$ cat src/rtl/seg_scan_mux_if.sv
// seg_scan_mux_if: display-side bundle for seg_scan_mux.
// The master drives digit data and reads back the scan outputs.
interface seg_scan_mux_if #(
    parameter int NUM_DIGITS = 4
);
    logic [4*NUM_DIGITS-1:0] digits;
    logic [NUM_DIGITS-1:0]   blank;
    logic [NUM_DIGITS-1:0]   dp;
    logic [3:0]              hex_val;
    logic [NUM_DIGITS-1:0]   an;
    logic                    dp_n;
    logic                    snap_ack;

    modport master (output digits, blank, dp, input hex_val, an, dp_n, snap_ack);
    modport slave  (input digits, blank, dp, output hex_val, an, dp_n, snap_ack);
endinterface

$ cat src/rtl/seg_scan_mux.sv
// seg_scan_mux: seven-segment digit scanner with per-frame snapshot and anode dead time.
// Defining SEG_LZ_BLANK_EN merges leading zeros into the blank mask at snapshot load.
module seg_scan_mux #(
    parameter int NUM_DIGITS  = 4,
    parameter int TICK_DIV    = 100000,
    parameter int DEAD_CYCLES = 16
) (
    input logic           clk,
    input logic           reset,
    seg_scan_mux_if.slave bus
);
    localparam int TW = $clog2(TICK_DIV);
    localparam int IW = $clog2(NUM_DIGITS);

    logic [TW-1:0]              tick_cnt;
    logic [IW-1:0]              idx;
    logic [NUM_DIGITS-1:0][3:0] dig_s;
    logic [NUM_DIGITS-1:0]      blank_s;
    logic [NUM_DIGITS-1:0]      dp_s;
    logic [NUM_DIGITS-1:0]      blank_ld;
    logic [NUM_DIGITS-1:0]      lit;
    logic                       load_pend;
    logic                       slot_end;
    logic                       frame_end;
    logic                       load;
    logic                       in_dead;

    assign slot_end  = tick_cnt == TW'(TICK_DIV - 1);
    assign frame_end = slot_end && idx == IW'(NUM_DIGITS - 1);
    assign load      = load_pend || frame_end;

    if (DEAD_CYCLES == 0) begin : g_nodead
        assign in_dead = 1'b0;
    end else begin : g_dead
        assign in_dead = tick_cnt < TW'(DEAD_CYCLES);
    end

`ifdef SEG_LZ_BLANK_EN
    logic zrun;

    // Walk down from the top digit; digit 0 is never leading-blanked.
    always_comb begin
        zrun     = 1'b1;
        blank_ld = bus.blank;
        for (int i = NUM_DIGITS - 1; i > 0; i--) begin
            zrun        = zrun && bus.digits[4*i +: 4] == 4'h0;
            blank_ld[i] = bus.blank[i] | zrun;
        end
    end
`else
    assign blank_ld = bus.blank;
`endif

    always_comb begin
        lit      = '0;
        lit[idx] = !in_dead && !blank_s[idx];
    end

    always_ff @(posedge clk) begin
        if (reset) begin
            tick_cnt     <= '0;
            idx          <= '0;
            dig_s        <= '0;
            blank_s      <= '1;
            dp_s         <= '0;
            load_pend    <= 1'b1;
            bus.hex_val  <= '0;
            bus.an       <= '1;
            bus.dp_n     <= 1'b1;
            bus.snap_ack <= 1'b0;
        end else begin
            tick_cnt <= slot_end ? '0 : tick_cnt + 1'b1;
            idx      <= frame_end ? '0 : slot_end ? idx + 1'b1 : idx;
            if (load) begin
                dig_s   <= bus.digits;
                blank_s <= blank_ld;
                dp_s    <= bus.dp;
            end
            load_pend    <= 1'b0;
            bus.hex_val  <= dig_s[idx];
            bus.an       <= ~lit;
            bus.dp_n     <= ~(lit[idx] && dp_s[idx]);
            bus.snap_ack <= load;
        end
    end
endmodule

$ cat src/flat_wrapper.sv
// flat-port wrapper written by rule: the top's interface ports become plain ports
module seg_scan_mux_flat 
#(
    parameter int NUM_DIGITS  = 4,
    parameter int TICK_DIV    = 100000,
    parameter int DEAD_CYCLES = 16
)
  (clk, reset, bus_digits, bus_blank, bus_dp, bus_hex_val, bus_an, bus_dp_n, bus_snap_ack);
  seg_scan_mux_if #(.NUM_DIGITS(NUM_DIGITS)) bus_i ();
  input logic clk;
  input logic reset;
  input wire logic [$bits(bus_i.digits)-1:0] bus_digits;
  input wire logic [$bits(bus_i.blank)-1:0] bus_blank;
  input wire logic [$bits(bus_i.dp)-1:0] bus_dp;
  output wire logic [$bits(bus_i.hex_val)-1:0] bus_hex_val;
  output wire logic [$bits(bus_i.an)-1:0] bus_an;
  output wire logic [$bits(bus_i.dp_n)-1:0] bus_dp_n;
  output wire logic [$bits(bus_i.snap_ack)-1:0] bus_snap_ack;
  assign bus_i.digits = bus_digits;
  assign bus_i.blank = bus_blank;
  assign bus_i.dp = bus_dp;
  assign bus_hex_val = bus_i.hex_val;
  assign bus_an = bus_i.an;
  assign bus_dp_n = bus_i.dp_n;
  assign bus_snap_ack = bus_i.snap_ack;
  seg_scan_mux #(.NUM_DIGITS(NUM_DIGITS), .TICK_DIV(TICK_DIV), .DEAD_CYCLES(DEAD_CYCLES)) u_core (.clk(clk), .reset(reset), .bus(bus_i));
endmodule
$ cat config.mk
export PLATFORM = sky130hd
export DESIGN_NAME = seg_scan_mux_flat
export DESIGN_NICKNAME = d
export VERILOG_FILES = /design/src/rtl/seg_scan_mux_if.sv /design/src/rtl/seg_scan_mux.sv /design/src/flat_wrapper.sv
export SDC_FILE = /design/constraint.sdc
export NUM_CORES = 1
export LEC_CHECK = 0
export ABC_AREA = 1
export BUFFER_PORTS_ARGS = -buffer_cell sky130_fd_sc_hd__clkbuf_2
export CORE_ASPECT_RATIO = 1.2
export CORE_UTILIZATION = 50
export CTS_CLUSTER_DIAMETER = 120
export CTS_CLUSTER_SIZE = 40
export DETAILED_ROUTE_END_ITERATION = 10
export MAX_ROUTING_LAYER = met4
export PLACE_DENSITY = 0.77
export SETUP_SLACK_MARGIN = 0.5
export SYNTH_ARGS = -nofsm -noshare
export SYNTH_HDL_FRONTEND = slang
export SYNTH_SLANG_ARGS = --single-unit
$ cat constraint.sdc
create_clock -name clk -period 1.5 [get_ports clk]
set_clock_uncertainty 0.1 [all_clocks]
set_input_delay 0.15 -clock clk [delete_from_list [all_inputs] [get_ports clk]]
set_output_delay 0.15 -clock clk [all_outputs]
set_load 0.02 [all_outputs]
[Word-level counts from Yosys, hierarchy flattened]
Index checks and enable logic that the tools add are counted.
Operators by class
  bitwise gates (word level): 3
  reductions and logical operators: 9
  $add $sub $neg: 2
  mux-type cells: 11
  magnitude comparators: 3
  eq/ne operators: 2
Operators with widths (number)
  adder 17 x 1 -> 17 bit, second input constant: 1
  == test 17 bit, second input constant: 1
  less-than comparator 17 x 5 -> 1 bit, second input constant: 1
  binary-select mux 4 bit (select 2 bit): 1
  binary-select mux 1 bit (select 2 bit): 3
  2-to-1 mux 1 bit: 5
  AND 4 bit: 1
  logical AND 1 bit: 4
  2-to-1 mux 4 bit: 1
  inverter 4 bit: 1
  OR reduction 2 bit: 2
  less-than comparator 2 x 3 -> 1 bit, second input constant: 1
  adder 2 x 1 -> 2 bit, second input constant: 1
  demux 1 bit (select 2 bit): 1
  == test 2 bit, second input constant: 1
  greater-or-equal comparator 2 x 1 -> 1 bit, second input constant: 1
  zero test 1 bit: 2
  logical OR 1 bit: 1
  inverter 1 bit: 1
Word-level totals
  bits of input ports: 26
  logic and storage cells: 43
  output and inout port bits: 10
  bits in registers: 54

[Depth between registers and ports, before layout]
Gate-level depths: netlist (run 1).
  depth after elaboration: 9
  mapped depth: 11
  gate-level depth less buffers: 9

[Worst setup path before layout (run 1)]
OpenSTA, ideal clock, no wires.
  path kind: register -> register
  from: register u_core.tick_cnt[0]
  to: register u_core.dig_s[7] (netlist name)
  data required time: 1.285 ns
  stages on the path, launching flop included: 11
  setup time: 0.115 ns
  buffers on the path: 2
  clock period less this slack: 1.565 ns
  arrival: 1.350 ns
  path slack: -0.065 ns
  path through: dfxtp_1 > ha_1 > nand2_1 > inv_2 > nand2_1 > nor2_4 > nand4_2 > buf_6 > buf_6 > a21oi_1 > nor2_1
On the way
  cells in the longest elaborated chain, start to end: 3
RTL lines
  start: declaration: line seg_scan_mux.sv:15  | logic [TW-1:0] tick_cnt;
  start signal: assignment: line seg_scan_mux.sv:72  | tick_cnt <= slot_end ? '0 : tick_cnt + 1'b1;
  == test 17 bit: line seg_scan_mux.sv:28  | assign slot_end = tick_cnt == TW'(TICK_DIV - 1);
  logical AND 1 bit: line seg_scan_mux.sv:29  | assign frame_end = slot_end && idx == IW'(NUM_DIGITS - 1);
  logical OR 1 bit: line seg_scan_mux.sv:30  | assign load = load_pend || frame_end;
  end signal: assignment: line seg_scan_mux.sv:75  | dig_s <= bus.digits;
  end: declaration: line seg_scan_mux.sv:17  | logic [NUM_DIGITS-1:0][3:0] dig_s;
No other way between the ends.
A chain may end at the register's enable or synchronous reset.

[Worst setup path in the final report (run 1)]
  from: register u_core.tick_cnt[1]
  to: register u_core.blank_s[0]
On the way
  cells in the longest elaborated chain, start to end: 3
RTL lines
  == test 17 bit: line seg_scan_mux.sv:28
  logical AND 1 bit: line seg_scan_mux.sv:29
  logical OR 1 bit: line seg_scan_mux.sv:30
  end signal: assignment: line seg_scan_mux.sv:76  | blank_s <= blank_ld;
  end: declaration: line seg_scan_mux.sv:18  | logic [NUM_DIGITS-1:0] blank_s;
No other way between the ends.

==> results.md, run 1 <==
- Inserted Clock Buffers: 5
- Worst-Skew Late Latency: 0.31 ns
- Unique masters post-synth: 30
- Largest stage delay, worst path: 0.37 ns
- Initial Util: 53.1%
- Crit Path Class: reg2reg
- CTS tree: built
- Dpl ws: -0.0734 ns
- DRT Pass-1 Iters: 5
- Most frequent cells in the layout: 45 x nand2_1, 39 x dfxtp_1, 32 x nor2_1
- Crit. End Element: flop
- Fin. max-slew vios: 0
- Max Fclk: 0.594 GHz
- Synthesized area: 2480 µm²
- Total power: 0.00280 W
- Req. time, crit path: 1.66 ns
- Initial DRC count: 240
- Final Core Density: 83.4%
- Die Wd: 66.3 µm
- Final worst-path cycle share: 112%
- Final GP Congestion: 0.824
- Multi-input gate area: 1530 µm²
- First-pass GRT wire length: 11600 µm
- Worst-path maximum fanout: 24
- N_diodes: 0
- Fraction of layout cells with a size suffix above 1: 42.9%
- Synthesis Warnings: 0
- Worst slew margin: 79.3%
- Setup WS post-layout: -0.183 ns
- Post-layout net count: 447
- Rows: 27
- Post-Route WL: 7840 µm
- Clk sink count: 54
- WL/cell: 16.5 µm
- CP Launch Type: flop
- Die area: 5240 µm²
- Pwr/cell area: 720 nW/µm²
- Clk root buf: clkbuf_8
- Clk buf depth: 2
- DP Wirelength: 3630 µm
- Avg Cell Area, Syn: 7.53 µm²
- Core box area: 4660 µm²
- Critical path cell sequence: ha_4 > nand2_4 > inv_4 > nand2_4 > nor2_4 > nand4_4 > buf_12 > nand2_1 > nand2_1 > nand3_1
- Cell count after synthesis: 329
- Sequential area share after synthesis: 43.6%
- H-tree depth: 2
- I/O pins: 36
- Global-route total usage across every layer: 29.9%
- Post-synthesis sequential element count: 54
- Crit path time final: 1.68 ns
- Grt ovf: 0
- Setup_tns: -4.36 ns
- Post-route ant nets: 0
- Unrepaired setup endpoints after global routing: true
- Vias in the first global route: 2537
- Status: complete, but fails checks
- Worst Hold Class: in2reg
- Avg Vias per Cell: 5.73
- Area Overhead vs Synth: 56.9%
- # DRC: 0
- Failing checks: setup timing
- P_leak: 1.65 nW
- Data arrival time at the worst-slack endpoint: 1.84 ns
- Worst slew pin tran: 0.308 ns
- Most common cell after layout, fill and taps aside: nand2_1
- Largest net degree at the start of global routing: 25
- Final setup viols: 44
- Max_cap viols: 0
- Slowest CP cell: dfxtp_2
- Antenna violations before repair: 0
- Die height: 79.1 µm
- Vias: 2721
- Worst vdd ir: 0.572 mV
- # port buffers: 35
- # fillers: 247
- Clock transition at path regs: 0.10 ns
- Post-Syn Nets: 360
- Final hold vios: 0
- Register area: 1100 µm²
-- Yosys cell counts --
master     n  area (µm²)
o21ai_0    6        30.0
nand2_1   58         218
nand4_1   10        62.6
inv_2      4        15.0
nand3_2    4        40.0
nor3b_1    1        7.51
nor3_2     1        10.0
nand2_2    1        6.26
o211ai_1   4        30.0
dfxtp_1   54        1080
a21oi_1   38         190
xor2_1     6        52.6
xnor2_1    2        17.5
buf_4      1        7.51
buf_1      4        15.0
a211oi_1   1        7.51
o21ai_1    1        5.00
inv_1     26        97.6
nor2_4     1        11.3
nand3_1   27         135
nor3_1     3        15.0
buf_2      4        20.0
clkbuf_1   3        11.3
a31oi_1    1        6.26
ha_1       5        62.6
nor2_2     4        25.0
nand3b_1  10        75.1
nand4_2    1        12.5
buf_6      4        45.0
nor2_1    44         165
-- per-layer routing --
metal  share of wire [%]  wire length (µm)  global-route usage, %
met3                 5.4               422                   5.17
met4                 3.3               255                   10.4
met1                  40              3120                   34.5
met2                  52              4040                   51.6
met5                   0                 0                      -
-- kinds of logic (layout without fill, tap and decap cells) --
kind of cell | count (synthesis) | after routing | synth area share (%)
AO/OA/AOI/OAI | 51 | 51 | 10.9
XOR/XNOR | 8 | 8 | 2.83
flip-flops | 54 | 54 | 43.6
AND/OR/NAND/NOR | 165 | 165 | 31.6
adder cells (fa/ha/maj) | 5 | 5 | 2.53
buffers and inverters | 46 | 134 | 8.53
-- worst max-delay path: cells and delay by family, from the launching register on --
family / cells / cell delay [ns]
fa+ha+maj: 1 / 0.15
flops: 1 / 0.37
buf+inv: 2 / 0.28
simple gates: 7 / 0.73
-- area by class of cell --
cell class,instances,area share [%]
Clock inverter,2,0.322
Tap cell,58,1.87
Inverter,30,3.35
Sequential cell,54,28.4
Clock buffer,6,2.12
Timing Repair Buffer,96,24.5
Multi-Input combinational cell,229,39.4
-- registers in the layout (all words and copies together), names as in the netlist, 2 cells and up --
signal              flops
u_core.tick_cnt        17
u_core.dig_s           16
u_core.blank_s          4
u_core.bus.an           4
u_core.bus.hex_val      4
u_core.dp_s             4
u_core.idx              2
-- through the flow --
step,hold slack [ns],instances,area (µm²)
finish,0.0578,475,3890
floorplan,0.0777,329,2600
detailed placement,0.260,433,3000
global placement,0.253,433,3000
CTS,0.0297,473,3670
global route,0.0593,475,3890
-- path summary, 6_finish.rpt --
| path | cells past startpoint | slack, ns | end | from |
|---|---|---|---|---|
| setup / recovery | 10 | -0.18 | u_core.blank_s[0] | u_core.tick_cnt[1] |
| hold / removal | 2 | 0.06 | u_core.bus.hex_val[1] | reset |
| setup reg to reg | 10 | -0.18 | u_core.blank_s[0] | u_core.tick_cnt[1] |
| hold reg to reg | 2 | 0.43 | u_core.bus.hex_val[1] | u_core.dig_s[1] |
-- power breakdown --
group | switching (W) | internal [W] | total, W
logic | 0.000199 | 0.000211 | 0.000410
registers | 0.0000354 | 0.00149 | 0.00153
clock network | 0.000491 | 0.000372 | 0.000864
total | 0.000725 | 0.00207 | 0.00280
-- what timing repair did --
action / in CTS / in global routing
endpoints found under the setup margin: 63 / 63
hold buffers: 25 / 0
endpoints found under the hold margin: 25 / 0
resized for setup: 65 / 60
gates cloned: 2 / 0
pin swaps: 9 / 8
setup buffers: 5 / 2
Power figures use the tool's default switching activity.
==> run 2, diff against run 1 <==
Settings changed: ABC_AREA 1 to unset.
==> run 2 against run 1 <==
Critical path type unchanged. Global-route usage fell by 5.0 points. Largest power group unchanged. Combinational power fell by 24%. Core utilization fell by 6.0 points. First-iteration DRC count fell by 59%. Flip-flop and latch count did not move. Sequential power barely moved. Maximum frequency fell by 13%. Non-clock buffer count rose by 12. Die area fell by 3.1%. The run still ends with setup timing left. Total power barely moved. Worst setup slack got worse by 0.26 ns. Wire length fell by 27%. Highest routed layer unchanged.
==> results.md, run 2 <==
- Status: complete, but fails checks
- Failing checks: setup timing
- Inserted Clock Buffers: 5 (unchanged)
- Post-synth EDFFs: 0 (unchanged)
- Dpl cells: 376 (-13%)
- CTS tree: built
- # DRC: 0 (unchanged)
- Initial DRC count: 99 (-59%)
- Sequential area share after synthesis: 45.1% (+1.5 points)
- Logic pwr share: 11.2% (-3.4 points)
- Finished Layout Cells: 409 (-14%)
- Clk buf depth: 2 (unchanged)
- Cell count after synthesis: 248 (-25%)
- Pint: 0.00218 W (+4.9%)
- CP Launch Type: flop
- Post-synthesis simple-gate area fraction: 26.2% (-5.4 points)
- Slowest CP cell: or4_4
- Die area: 5080 µm² (-3.1%)
- Antenna violations before repair: 0 (unchanged)
- Top reg by flops: u_core.tick_cnt
- Register area: 1100 µm² (-0.79%)
- Sw power: 0.000623 W (-14%)
- Synth cell count leaders: 54 x dfxtp_1, 40 x nand2b_1, 26 x nor2_1
- Largest stage delay, worst path: 0.53 ns (+0.16 ns)
- Final hold vios: 0 (unchanged)
- Largest cells by area after synthesis: dfxtp_1 45%, nand2b_1 10%, mux2i_1 10%, mux4_2 4.7%, nor2_1 4.1%
- Data arrival time at the worst-slack endpoint: 2.09 ns (+0.25 ns)
- Synthesized area: 2400 µm² (-3.2%)
- Area leader, netlist: dfxtp_1
- First-pass GRT wire length: 9270 µm (-20%)
- Multi-input gate area: 1320 µm² (-14%)
- Avg Vias per Cell: 5.10 (-11%)
- Crit. End Element: flop
- Global-route total usage across every layer: 24.9% (-5.0 points)
- Setup_tns: -15.63 ns (-11.27 ns)
- Reg2Reg Setup Slack: -0.45 ns (-0.26 ns)
- Worst vdd ir: 0.591 mV (+3.3%)
- Vias in the first global route: 2089 (-18%)
- Sequential Power Share: 54.3% (-0.2 points)
- Largest family of logic cells by synthesized area: simple AND/OR/NAND/NOR gates
- Die Wd: 65.2 µm (-1.6%)
- Final worst-path cycle share: 130% (+17 points)
- Clock transition at path regs: 0.09 ns (about the same)
- Post-layout net count: 381 (-15%)
- Unique masters post-synth: 32 (+6.7%)
- Largest net degree at the start of global routing: 30 (+20%)
- Vias: 2085 (-23%)
- H-tree depth: 2 (unchanged)
- Clk sink count: 54 (unchanged)
- Number of flip-flops under the largest register name: 17 (unchanged)
- Most common cell after layout, fill and taps aside: buf_4
- Ys async rst share: 0% (unchanged)
- Most common flop cell mapped by yosys: dfxtp_1
- Worst-path maximum fanout: 2 (-92%)
- Clk root buf: clkbuf_8
- Cell repeated most along the worst path: or4_4
- Post-synthesis sequential element count: 54 (unchanged)
- Crit Path Class: reg2reg
- Worst-Skew Late Latency: 0.31 ns (about the same)
- Most frequent cells in the layout: 45 x buf_4, 42 x dfxtp_1, 40 x nand2b_1
- Worst slew pin tran: 0.357 ns (+0.0491 ns)
- P_leak: 1.47 nW (-11%)
- Top-area cell type share of the netlist area: 45.1% (+1.5 points)
- XOR/XNOR Fraction of Synth Area: 4.38% (+1.6 points)
- Crit path time final: 1.95 ns (+0.262 ns)
- Compound-cell area share of the yosys netlist: 4.33% (-6.5 points)
- Avg Cell Area, Syn: 9.67 µm² (+28%)
- Area Overhead vs Synth: 48.3%
- Fin. max-slew vios: 0 (unchanged)
- Clk pwr share: 34.5% (+3.6 points)
- I/O pins: 36 (unchanged)
- Post-route ant nets: 0 (unchanged)
- Worst slew margin: 76.0% (-3.3 points)
- # fillers: 294 (+19%)
- Max Fclk: 0.514 GHz (-13%)
- Most common cell in the netlist: dfxtp_1
- Sw Ratio: 22.3% (-3.7 points)
- WL/cell: 14.0 µm (-15%)
- Pwr/cell area: 787 nW/µm² (+9.3%)
- Unrepaired setup endpoints after global routing: true
- Biggest regs: u_core.tick_cnt x17, u_core.dig_s x16
- Post-Syn Nets: 279 (-23%)
- Req. time, crit path: 1.65 ns (about the same)
- Max_cap viols: 0 (unchanged)
- Grt ovf: 0 (unchanged)
- Core box area: 4590 µm² (-1.4%)
- DRT Pass-1 Iters: 4 (-1)
- Worst Hold Class: in2reg
- Mux share of post-synthesis cell area: 14.7% (+15 points)
- Initial Util: 52.2% (-0.96 points)
- DP Wirelength: 3320 µm (-8.4%)
- Rows: 27 (unchanged)
- # port buffers: 35 (unchanged)
- Worst hold margin: 0.0213 ns (-0.0365 ns)
- Die height: 77.9 µm (-1.6%)
- Setup WS post-layout: -0.446 ns (-0.262 ns)
- Dpl ws: -0.355 ns (-0.282 ns)
- N_diodes: 0 (unchanged)
- Fraction of layout cells with a size suffix above 1: 35.6% (-7.3 points)
- Post-Route WL: 5710 µm (-27%)
- Final GP Congestion: 0.905 (+9.9%)
- Final setup viols: 49 (+11%)
- Critical path cell sequence: or4_4 > or3_1 > or4_4 > a21oi_1
- Synthesis Warnings: 0 (unchanged)
- Synthesized-area fraction occupied by adder cells: 2.61% (+0.084 points)
[run 2: cell count changes in the layout (fill, tap and decap cells not counted), sizes merged, moves of 5 or more]
cell,before,now
nand3b,10,0
nand2b,0,40
mux2i,0,24
a21oi,38,5
xnor2,2,7
nand3,31,8
mux4,0,5
nand2,59,13
nor2,49,26
buf,46,60
nand4,11,4
inv,29,3
[run 2: worst paths after layout]
path	from	to	cells after the start
setup / recovery	u_core.tick_cnt[8]	u_core.idx[0]	4
hold / removal	bus_blank[2]	u_core.blank_s[2]	3
setup reg to reg	u_core.tick_cnt[8]	u_core.idx[0]	4
hold reg to reg	u_core.dig_s[11]	u_core.dig_s[11]	2
[run 2: cell families after synthesis]
group | Yosys count
fa+ha+maj | 5
flops | 54
xor+xnor | 12
compound gates | 16
buf+inv | 16
simple gates | 116
mux | 29
[run 2: power groups by stage]
stage / combinational (W) / clock, W / sequential (W)
2_1_floorplan: 0.000145 / 0 / 0.00155
3_3_place_gp: 0.000220 / 0 / 0.00155
3_5_place_dp: 0.000226 / 0 / 0.00155
4_1_cts: 0.000304 / 0.000985 / 0.00152
5_1_grt: 0.000336 / 0.00105 / 0.00153
6_report: 0.000313 / 0.000967 / 0.00152
[run 2: routing by layer]
layer | global-route usage [%] | share of wire [%]
met1 | 24.5 | 39
met2 | 44.1 | 54
met3 | 6.91 | 3.9
met4 | 11.7 | 2.7
met5 | - | 0
[run 2: through the flow]
stage,instance area [µm²],util [%],power (W)
2_1_floorplan,2470,-,0.00169
3_3_place_gp,3010,65.6,0.00177
3_5_place_dp,3010,65.6,0.00177
4_1_cts,3530,76.7,0.00281
5_1_grt,3560,77.4,0.00291
6_report,3560,77.4,0.00280
[run 2: area by class of cell]
class / count / share of cell area, %
multi-input cells: 178 / 37.1
flip-flops and latches: 54 / 30.8
repair buffers: 108 / 26.7
clock buffers: 6 / 2.04
well taps: 58 / 2.04
clock inverters: 2 / 1.06
inverters: 3 / 0.317
[run 2: worst max-delay path: cells and delay by family (launching register included)]
family | cells | cell delay [ns]
flops | 1 | 0.33
compound gates | 1 | 0.13
simple gates | 3 | 1.33
[run 2: timing repair]
item | 4_1_cts | 5_1_grt
resized for setup | 36 | 17
gates cloned | 2 | 0
endpoints found under the hold margin | 22 | 0
endpoints found under the setup margin | 63 | 63
setup buffers | 1 | 0
hold buffers | 22 | 0
pin swaps | 3 | 1
==> run 3, diff against run 2 <==
Settings changed: CORE_ASPECT_RATIO 1.2 to 0.6.
==> run 3 against run 2 <==
The flow finishes with violations (DRC, setup timing). Via count grew 6.0%. Die area grew 0.16%. Critical path type unchanged. Global-route usage grew 1.2 points. Total power grew 8.8%. Clock power grew 22%. Sequential power is essentially flat. Critical path depth grew 2. Maximum frequency is essentially flat. Sequential share of layout area shrank 0.63 points. Largest power group unchanged.
==> results.md, run 3 (same netlist as run 2, synthesis figures left out) <==
- Status: complete, but fails checks
- Failing checks: DRC, setup timing
- Fin. max-slew vios: 0 (unchanged)
- First-pass GRT wire length: 10100 µm (+8.7%)
- Final GP Congestion: 0.851 (-6.0%)
- Sw power: 0.000646 W (+3.6%)
- Unrepaired setup endpoints after global routing: true
- Die area: 5080 µm² (+0.16%)
- CTS tree: built
- Die height: 55.6 µm (-29%)
- Final worst-path cycle share: 130% (about the same)
- Grt ovf: 0 (unchanged)
- Setup WS post-layout: -0.445 ns (+0.000317 ns)
- Slowest CP cell: or4_4
- Fraction of layout cells with a size suffix above 1: 40.5% (+4.8 points)
- # port buffers: 35 (unchanged)
- Worst Hold Class: in2reg
- # DRC: 2 (+2)
- Worst hold margin: 0.0266 ns (+0.00527 ns)
- Crit. End Element: flop
- Crit Path Class: reg2reg
- Rows: 19 (-30%)
- Largest net degree at the start of global routing: 30 (unchanged)
- Max Fclk: 0.514 GHz (about the same)
- CP Launch Type: flop
- Largest stage delay, worst path: 0.54 ns (about the same)
- Most common cell after layout, fill and taps aside: dfxtp_1
- DP Area: 2970 µm² (-1.3%)
- Post-Route WL: 7020 µm (+23%)
- Multi-input gate area: 1380 µm² (+4.5%)
- Inserted Clock Buffers: 5 (unchanged)
- Final setup viols: 51 (+4.1%)
- Clock transition at path regs: 0.10 ns (about the same)
- Vias in the first global route: 2095 (+0.29%)
- Worst vdd ir: 0.673 mV (+14%)
- Req. time, crit path: 1.62 ns (-0.03 ns)
- Area Overhead vs Synth: 51.4%
- Register area: 1100 µm² (unchanged)
- Sequential Power Share: 50.0% (-4.3 points)
- Antenna violations before repair: 0 (unchanged)
- Critical path cell sequence: or4_4 > buf_6 > nor3_4 > a31oi_4 > buf_12 > mux2i_2
- Pwr/cell area: 839 nW/µm² (+6.5%)
- I/O pins: 36 (unchanged)
- Die Wd: 91.4 µm (+40%)
- Final hold vios: 0 (unchanged)
- Initial DRC count: 226 (+130%)
- P_leak: 1.48 nW (+0.50%)
- Post-route cell area: 3630 µm² (+2.1%)
- Top reg by flops: u_core.tick_cnt
- Pint: 0.00240 W (+10%)
- Data arrival time at the worst-slack endpoint: 2.07 ns (-0.02 ns)
- Worst-Skew Late Latency: 0.30 ns (about the same)
- Clk sink count: 54 (unchanged)
- Sw Ratio: 21.2% (-1.0 points)
- H-tree depth: 2 (unchanged)
- Core box area: 4590 µm² (-0.14%)
- Avg Vias per Cell: 5.40 (+6.0%)
- N_diodes: 0 (unchanged)
- Clk buf depth: 2 (unchanged)
- # fillers: 261 (-11%)
- WL/cell: 17.2 µm (+23%)
- Initial Util: 52.2% (+0.071 points)
- DP Wirelength: 3460 µm (+4.0%)
- Global-route total usage across every layer: 26.1% (+1.2 points)
- Clk pwr share: 38.7% (+4.2 points)
- DRT Pass-1 Iters: 7 (+3)
- Worst-path maximum fanout: 13 (+11)
- Final Core Density: 79.1% (+1.7 points)
- Post-route ant nets: 0 (unchanged)
- Clk root buf: clkbuf_8
- Total power: 0.00304 W (+8.8%)
- Worst slew margin: 72.8% (-3.1 points)
- Worst slew pin tran: 0.404 ns (+0.0467 ns)
- Most frequent cells in the layout: 42 x dfxtp_1, 40 x nand2b_1, 40 x buf_4
- Max_cap viols: 0 (unchanged)
- Biggest regs: u_core.tick_cnt x17, u_core.dig_s x16
- Vias: 2210 (+6.0%)
- Post-layout net count: 376 (-1.3%)
- Crit path time final: 1.95 ns (-0.000317 ns)
- Number of flip-flops under the largest register name: 17 (unchanged)
- Logic pwr share: 11.3% (about the same)
run 3: changes by cell type in the layout (fill, tap and decap cells not counted), sizes merged:
cell	before	now
clkbuf	32	34
dlygate4sd3	22	20
buf	60	55
clkinvlp	1	0
bufinv	1	2
run 3: path summary, 6_finish.rpt:
kind / startpoint / to / slack [ns] / depth (start not counted)
setup / recovery: u_core.tick_cnt[8] / u_core.dig_s[4] / -0.45 / 6
hold / removal: bus_blank[2] / u_core.blank_s[2] / 0.03 / 3
setup reg to reg: u_core.tick_cnt[8] / u_core.dig_s[4] / -0.45 / 6
hold reg to reg: u_core.dig_s[11] / u_core.dig_s[11] / 0.38 / 2
run 3: per-layer routing:
metal  global-route usage, %  part of all wire (%)
met1                    34.4                    42
met2                    41.5                    50
met5                       -                     0
met4                    6.58                   1.3
met3                    5.33                   7.2
run 3: through the flow:
stage	setup WS [ns]	TNS (ns)	std cells
after global placement	-0.359	-12.80	375
after global routing	-0.468	-19.91	409
after detailed placement	-0.401	-13.72	375
final	-0.445	-18.21	409
after CTS	-0.410	-16.40	405
after floorplan	-0.385	-9.60	248
run 3: critical path: cells and delay by family (launching register included):
family                 cells  cell delay, ns
AOI/OAI and AO/OA          1            0.16
buffers and inverters      2            0.33
DFF                        1            0.33
muxes                      1            0.21
and+or+nand+nor            2            0.72
run 3: final cells by class:
type,count,area share (%)
clock buffer,6,2.28
multi-input combinational,178,37.9
timing repair buffer,103,25.5
inverter,3,0.310
tap,63,2.17
sequential,54,30.2
clock inverter,2,1.65
run 3: power by group through the flow:
stage / Combinational (W) / Clock (W) / Sequential (W)
6_report: 0.000344 / 0.00118 / 0.00152
5_1_grt: 0.000365 / 0.00124 / 0.00153
4_1_cts: 0.000287 / 0.00118 / 0.00152
3_5_place_dp: 0.000226 / 0 / 0.00155
3_3_place_gp: 0.000221 / 0 / 0.00155
2_1_floorplan: 0.000145 / 0 / 0.00155
run 3: repair_timing:
item / in CTS / in global routing
gates resized for setup: 32 / 40
setup buffers: 1 / 1
pin swaps: 2 / 5
endpoints found under the hold margin: 20 / 0
cloned: 1 / 3
endpoints found under the setup margin: 63 / 63
hold buffers: 20 / 0
